### src/rtl/chunked_adder_if.sv
// Operand/result handshake bundle for chunked_adder_seq.
// CHUNKED_ADDER_OVF_EN adds the signed-overflow flag alongside cout.
interface chunked_adder_if #(
    parameter int WIDTH = 12
);
    logic             in_valid;
    logic             in_ready;
    logic [WIDTH-1:0] a;
    logic [WIDTH-1:0] b;
    logic             cin;
    logic             out_valid;
    logic             out_ready;
    logic [WIDTH-1:0] sum;
    logic             cout;
    logic             busy;
`ifdef CHUNKED_ADDER_OVF_EN
    logic             ovf;
`endif

    modport slave (
        input  in_valid, a, b, cin, out_ready,
`ifdef CHUNKED_ADDER_OVF_EN
        output ovf,
`endif
        output in_ready, out_valid, sum, cout, busy
    );

    modport master (
`ifdef CHUNKED_ADDER_OVF_EN
        input  ovf,
`endif
        output in_valid, a, b, cin, out_ready,
        input  in_ready, out_valid, sum, cout, busy
    );
endinterface

### src/rtl/chunked_adder_seq.sv
// Multi-cycle WIDTH-bit adder, one CHUNK-bit ripple slice per clock, LSB slice first.
// Optional macro CHUNKED_ADDER_OVF_EN adds a registered two's-complement overflow flag.
//
// state  | meaning
// -------+---------------------------------------------------------
// IDLE   | waiting for operands, in_ready high
// RUN    | one slice per edge, carry chained through carry_q
// DONE   | result held with out_valid high until out_ready
module chunked_adder_seq #(
    parameter int WIDTH = 12,
    parameter int CHUNK = 3
) (
    input  logic             clk,
    input  logic             rst_n,
    chunked_adder_if.slave   bus_s
);
    localparam int N     = WIDTH / CHUNK;
    localparam int IDX_W = (N > 1) ? $clog2(N) : 1;
    localparam logic [IDX_W-1:0] IDX_LAST = IDX_W'(N - 1);

    if ((CHUNK < 1) || (WIDTH < CHUNK) || ((WIDTH % CHUNK) != 0)) begin : g_bad_cfg
        $error("chunked_adder_seq: WIDTH must be a positive multiple of CHUNK");
    end

    typedef enum logic [1:0] {
        S_IDLE = 2'd0,
        S_RUN  = 2'd1,
        S_DONE = 2'd2
    } state_t;

    state_t             state_q, state_d;
    logic [IDX_W-1:0]   idx_q, idx_d;
    logic               carry_q, carry_d;
    logic [WIDTH-1:0]   a_q, a_d;
    logic [WIDTH-1:0]   b_q, b_d;
    logic [WIDTH-1:0]   sum_q, sum_d;
    logic               cout_q, cout_d;
    logic               ovf_q, ovf_d;

    logic [CHUNK-1:0]   a_sl;
    logic [CHUNK-1:0]   b_sl;
    logic [CHUNK:0]     t_sl;
    logic               slice_ovf;
    int                 off;

    // Slice datapath: CHUNK+1 bit add so the top bit is the slice carry out
    always_comb begin
        off  = int'(idx_q) * CHUNK;
        a_sl = a_q[off +: CHUNK];
        b_sl = b_q[off +: CHUNK];
        t_sl = {1'b0, a_sl} + {1'b0, b_sl} + {{CHUNK{1'b0}}, carry_q};
        // carry into the slice MSB is recovered from the MSB sum bit
        slice_ovf = (a_sl[CHUNK-1] ^ b_sl[CHUNK-1] ^ t_sl[CHUNK-1]) ^ t_sl[CHUNK];
    end

    always_ff @(posedge clk or negedge rst_n) begin
        if (!rst_n) begin
            state_q <= S_IDLE;
            idx_q   <= '0;
            carry_q <= 1'b0;
            a_q     <= '0;
            b_q     <= '0;
            sum_q   <= '0;
            cout_q  <= 1'b0;
            ovf_q   <= 1'b0;
        end else begin
            state_q <= state_d;
            idx_q   <= idx_d;
            carry_q <= carry_d;
            a_q     <= a_d;
            b_q     <= b_d;
            sum_q   <= sum_d;
            cout_q  <= cout_d;
            ovf_q   <= ovf_d;
        end
    end

    always_comb begin
        state_d = state_q;
        idx_d   = idx_q;
        carry_d = carry_q;
        a_d     = a_q;
        b_d     = b_q;
        sum_d   = sum_q;
        cout_d  = cout_q;
        ovf_d   = ovf_q;

        unique case (state_q)
            S_IDLE: begin
                if (bus_s.in_valid) begin
                    a_d     = bus_s.a;
                    b_d     = bus_s.b;
                    carry_d = bus_s.cin;
                    idx_d   = '0;
                    sum_d   = '0;
                    cout_d  = 1'b0;
                    ovf_d   = 1'b0;
                    state_d = S_RUN;
                end
            end
            S_RUN: begin
                sum_d[off +: CHUNK] = t_sl[CHUNK-1:0];
                carry_d             = t_sl[CHUNK];
                if (idx_q == IDX_LAST) begin
                    cout_d  = t_sl[CHUNK];
                    ovf_d   = slice_ovf;
                    idx_d   = '0;
                    state_d = S_DONE;
                end else begin
                    idx_d = idx_q + 1'b1;
                end
            end
            S_DONE: begin
                if (bus_s.out_ready) begin
                    state_d = S_IDLE;
                end
            end
            default: begin
                state_d = S_IDLE;
                idx_d   = '0;
            end
        endcase
    end

    assign bus_s.in_ready  = (state_q == S_IDLE);
    assign bus_s.out_valid = (state_q == S_DONE);
    assign bus_s.busy      = (state_q != S_IDLE);
    assign bus_s.sum       = sum_q;
    assign bus_s.cout      = cout_q;

`ifdef CHUNKED_ADDER_OVF_EN
    assign bus_s.ovf = ovf_q;
`else
    logic unused_ovf;
    assign unused_ovf = ovf_q ^ slice_ovf;
`endif

endmodule

### src/flat_wrapper.sv
// flat-port wrapper written by rule: the top's interface ports become plain ports
module chunked_adder_seq_flat 
#(
    parameter int WIDTH = 12,
    parameter int CHUNK = 3
)
  (clk, rst_n, bus_s_in_valid, bus_s_a, bus_s_b, bus_s_cin, bus_s_out_ready, bus_s_in_ready, bus_s_out_valid, bus_s_sum, bus_s_cout, bus_s_busy);
  chunked_adder_if #(.WIDTH(WIDTH)) bus_s_i ();
  input  logic clk;
  input  logic rst_n;
  input wire logic [$bits(bus_s_i.in_valid)-1:0] bus_s_in_valid;
  input wire logic [$bits(bus_s_i.a)-1:0] bus_s_a;
  input wire logic [$bits(bus_s_i.b)-1:0] bus_s_b;
  input wire logic [$bits(bus_s_i.cin)-1:0] bus_s_cin;
  input wire logic [$bits(bus_s_i.out_ready)-1:0] bus_s_out_ready;
  output wire logic [$bits(bus_s_i.in_ready)-1:0] bus_s_in_ready;
  output wire logic [$bits(bus_s_i.out_valid)-1:0] bus_s_out_valid;
  output wire logic [$bits(bus_s_i.sum)-1:0] bus_s_sum;
  output wire logic [$bits(bus_s_i.cout)-1:0] bus_s_cout;
  output wire logic [$bits(bus_s_i.busy)-1:0] bus_s_busy;
  assign bus_s_i.in_valid = bus_s_in_valid;
  assign bus_s_i.a = bus_s_a;
  assign bus_s_i.b = bus_s_b;
  assign bus_s_i.cin = bus_s_cin;
  assign bus_s_i.out_ready = bus_s_out_ready;
  assign bus_s_in_ready = bus_s_i.in_ready;
  assign bus_s_out_valid = bus_s_i.out_valid;
  assign bus_s_sum = bus_s_i.sum;
  assign bus_s_cout = bus_s_i.cout;
  assign bus_s_busy = bus_s_i.busy;
  chunked_adder_seq #(.WIDTH(WIDTH), .CHUNK(CHUNK)) u_core (.clk(clk), .rst_n(rst_n), .bus_s(bus_s_i));
endmodule
### config.mk
export PLATFORM = sky130hd
export DESIGN_NAME = chunked_adder_seq_flat
export DESIGN_NICKNAME = d
export VERILOG_FILES = /design/src/rtl/chunked_adder_if.sv /design/src/rtl/chunked_adder_seq.sv /design/src/flat_wrapper.sv
export SDC_FILE = /design/constraint.sdc
export NUM_CORES = 1
export LEC_CHECK = 0
export CAP_MARGIN = 10
export CORE_MARGIN = 4
export CORE_UTILIZATION = 54
export CTS_BUF_LIST = sky130_fd_sc_hd__clkbuf_8 sky130_fd_sc_hd__clkbuf_16
export CTS_CLUSTER_SIZE = 30
export DETAILED_ROUTE_END_ITERATION = 16
export GPL_ROUTABILITY_DRIVEN = 0
export GPL_TIMING_DRIVEN = 0
export HOLD_SLACK_MARGIN = 0.06
export MAX_ROUTING_LAYER = met4
export PLACE_DENSITY = 0.85
export SYNTH_ARGS = -nofsm -noshare
export SYNTH_HDL_FRONTEND = slang
export SYNTH_SLANG_ARGS = --single-unit
### constraint.sdc
create_clock -name clk -period 4.5 [get_ports clk]
set_input_delay 0.9 -clock clk [delete_from_list [all_inputs] [get_ports clk]]
set_output_delay 0.9 -clock clk [all_outputs]
set_load 0.01 [all_outputs]
==> results.md <==
- The type of element capturing the critical path is a primary output.
- Combinational cells account for 54.4% of the total power.
- The internal portion of the total power is between 1000 and 1500 uW.
- The first routing iteration left 47 violations.
- The count of pins over their slew limit came to 0.
- The share of the synthesized area in the top cell type is between 50% and 60%.
- The post-synthesis instance area is between 2000 and 2500 um2.
- Synthesis produced between 150 and 200 cells.
- The run finished with clean final reports.
- Global routing used between 10% and 20% of the available tracks across all layers.
- The library cell used most frequently in the layout, excluding fill and tap cells, is sky130_fd_sc_hd__clkdlybuf4s50_1.
- The synthesis-stage register bit count is 42.
- The routed via count is 1390.
- The first-pass GRT wire length is between 6000 and 7000 um.
- The post-layout minimum cycle time is about 2.7 ns.
- The clock latency reported for the late side of the worst-skew pair is 0.29 ns.
- The remaining routing DRC violations is 0.
- Summed over all cells, the static leakage comes to 0.001163 uW.
- The cell area after layout is between 2000 and 3000 um2.
- In this run, post-CTS repair resized a total of 0 instances.
- For this design the ratio of total power to cell area is 739.8 nW/um2.
- The TritonCTS buffer count is 5.
- The die area is about 4900 um2.
- The cell row count is 22.
- At the end of the flow the core is filled with cells to slightly above 70%.
- The tool flagged a number of max-cap violations equal to 0.
- The number of detailed-routing iterations run before antenna repair is 4.
- The share of power burned in registers is ~33%.
- Summing all placed instances gives a cell area of 2572 um2.
- After synthesis, the share of flip-flops with an asynchronous set or reset is 100.0%.
- The netlist uses 30 different library cells.
- The number of I/O pins is 45.
- On the final layout, the worst hold slack is about 0.5 ns.
- The number of antenna violations at the first check in global routing is 0.
- The initial standard-cell utilization of the core is between 50 and 60%.
- Clock-pin slew was measured on the worst setup and hold paths at approximately 0.080 ns.
- TritonCTS built the clock tree.
- The final period utilization is 59.12%.
- The top cell types in the final layout, fill and taps aside, are sky130_fd_sc_hd__clkdlybuf4s50_1, sky130_fd_sc_hd__dfrtp_1, sky130_fd_sc_hd__inv_1, sky130_fd_sc_hd__mux2_4, sky130_fd_sc_hd__o22ai_1.
- In this run the post-CTS setup repair buffer count came out at 0.
- Summing the sequential cell areas from Yosys gives 50.60% of the chip area.
- Setup repair after global routing left no endpoint under its margin.
- The die is roughly 70 um wide.
- The count of hold buffers inserted by post-cts repair is 0.
- The slew at the pin closest to its max-slew limit is slightly above 0.9 ns.
- The post-route setup TNS is 0 ns.
- The number of antenna-violating nets in the routed design is 0.
- The tightest min-delay check is of the register to register type.
- The number of enable flip-flop cells after synthesis is 0.
- The proportion of power drawn by the clock network is about an eighth.
- The filler cell count is 265.
- The signal arrival time at the worst endpoint is approximately 1.8 ns.
- The H-tree was split into 2 levels.
- Clock skew on the completed layout was measured at about 0.0038 ns.
- The power spent charging and discharging nets is 737.2 uW.
- The highest net fanout along the worst path is 10.
- Static timing analysis puts the maximum clock frequency at ~380 MHz.
- Across the VDD grid, the largest voltage drop is ~0.42 mV.
- The half-perimeter wire length after detailed placement is 3073 um.
- Ranked by total cell area, the synthesized netlist is headed by sky130_fd_sc_hd__dfrtp_1, sky130_fd_sc_hd__mux2_4, sky130_fd_sc_hd__mux4_2, sky130_fd_sc_hd__o22ai_1, sky130_fd_sc_hd__ha_1.
- The maximum buffer depth of the clock tree is 2.
- The kind of start point of the critical path is a register.
- Relative to the synthesized area, the layout overhead comes to 28.43%.
- At the worst endpoint, the required time is ~3.6 ns.
- The most common flop cell mapped by yosys is sky130_fd_sc_hd__dfrtp_1.
- The library cell used as clock root buffer is sky130_fd_sc_hd__clkbuf_8.
- The die outline height is between 70 and 80 um.
- 0 antenna diodes ended up in the layout.
- The cell type contributing the most total cell area after synthesis is sky130_fd_sc_hd__dfrtp_1.
- The via count of the first global-routing pass is around 1.5k.
- Setup violations remaining at the end of the flow were counted as 0.
- The count of synthesis-stage warnings from yosys is 0.
- The final hold violation count was 0.
- The total grt overflow is 0.
- The average instance area after synthesis is around 13 um2.
- The clock sink count is 42.
- The region available for standard cell placement spans between 3000 and 4000 um2.
- The post-route netlist has a little over a fifth of its cells at a drive strength greater than 1.
- The routed wire length is between 4000 and 5000 um.
- The total nets after synthesis is between 150 and 200.
- The classification of the worst setup path is register to primary output.
- For this run, the post-layout net count is ~250.
- Entering global routing, the biggest net connects 43 pins.
- The average wire length per cell after detail routing is between 15 and 20 um.
- Headroom to the max-slew limit came out at 39.12%.
- The via-per-instance ratio is around 5.4.
- The switching portion of total power is between 30 and 40%.
- The number of port buffers is 44.
synthesized netlist by cell type (2+ instances only):
| master | number |
|---|---|
| sky130_fd_sc_hd__ha_1 | 6 |
| sky130_fd_sc_hd__or3_1 | 2 |
| sky130_fd_sc_hd__clkbuf_1 | 3 |
| sky130_fd_sc_hd__nand2_1 | 5 |
| sky130_fd_sc_hd__dfrtp_1 | 42 |
| sky130_fd_sc_hd__a21oi_1 | 6 |
| sky130_fd_sc_hd__o21ai_0 | 2 |
| sky130_fd_sc_hd__mux4_2 | 6 |
| sky130_fd_sc_hd__nand3b_1 | 3 |
| sky130_fd_sc_hd__nand2b_1 | 6 |
| sky130_fd_sc_hd__inv_1 | 20 |
| sky130_fd_sc_hd__o22ai_1 | 13 |
| sky130_fd_sc_hd__fa_1 | 2 |
| sky130_fd_sc_hd__buf_6 | 3 |
| sky130_fd_sc_hd__mux2_4 | 20 |
| sky130_fd_sc_hd__mux2_2 | 4 |
worst max-delay path, stage by stage (launching register included):
cell and delay (ns):
sky130_fd_sc_hd__dfrtp_1 0.44, sky130_fd_sc_hd__clkbuf_1 0.23, sky130_fd_sc_hd__nand2b_1 0.21, sky130_fd_sc_hd__inv_1 0.07, sky130_fd_sc_hd__clkdlybuf4s50_1 0.52
state kept, by name, summed over array words and instances, names as in the netlist:
name               flops
u_core.a_q            12
u_core.b_q            12
u_core.bus_s.cout      1
u_core.bus_s.sum      12
u_core.carry_q         1
u_core.idx_q           2
u_core.state_q         2
per-stage QoR:
step / cells / total power [uW] / worst slack (ns)
finish: 257 / 1974 / 1.840
global route: 257 / 2108 / 1.699
CTS: 257 / 1990 / 1.823
detailed placement: 249 / 1731 / 1.844
global placement: 249 / 1683 / 1.595
floorplan: 157 / 1392 / 2.160
final timing paths:
check,endpoint,start,depth (start not counted),slack (ns)
setup / recovery,bus_s_out_valid,u_core.state_q[0]$_DFFE_PN0P_,4,1.84
hold / removal,u_core.b_q[3]$_DFFE_PN0P_,u_core.b_q[3]$_DFFE_PN0P_,1,0.50
setup reg to reg,u_core.bus_s.sum[5]$_DFFE_PN0P_,u_core.idx_q[0]$_DFFE_PN0P_,7,1.86
hold reg to reg,u_core.b_q[3]$_DFFE_PN0P_,u_core.b_q[3]$_DFFE_PN0P_,1,0.50
max in group asynchronous,u_core.b_q[4]$_DFFE_PN0P_,rst_n,1,3.20
min in group asynchronous,u_core.state_q[1]$_DFFE_PN0P_,rst_n,1,0.74
kinds of logic after synthesis:
logic type	share of synthesized area, %
buf+inv	6.204
mux	23.13
simple gates	6.747
xor+xnor	0.4218
fa+ha+maj	5.542
flops	50.60
compound gates	7.350
layer usage:
layer  vias to the layer above  GRT usage [%]  share of wire [%]
met2                        43          33.05                 53
met5                         -              -                  0
li1                        651              -                  -
met3                        10          4.748                5.0
met1                       686          19.96                 40
met4                         0          8.085                2.2
power by group through the flow:
stage	registers (uW)	clock network (uW)	logic, uW
2_1_floorplan	640	0	752
3_3_place_gp	642	0	1040
5_1_grt	675	269	1160
3_5_place_dp	656	0	1080
6_report	652	248	1070
4_1_cts	653	254	1080
cell type report:
| class | instances | area, um2 | share of cell area [%] |
|---|---|---|---|
| Clock buffer | 6 | 82.58 | 3.096 |
| Sequential cell | 42 | 1051 | 39.40 |
| Clock inverter | 2 | 12.51 | 0.4690 |
| Timing Repair Buffer | 44 | 435.4 | 16.32 |
| Multi-Input combinational cell | 87 | 897.1 | 33.63 |
| Inverter | 21 | 78.83 | 2.955 |
| Tap cell | 48 | 60.06 | 2.251 |
| Buffer | 7 | 50.05 | 1.876 |
(Power assumes the default switching activity.)
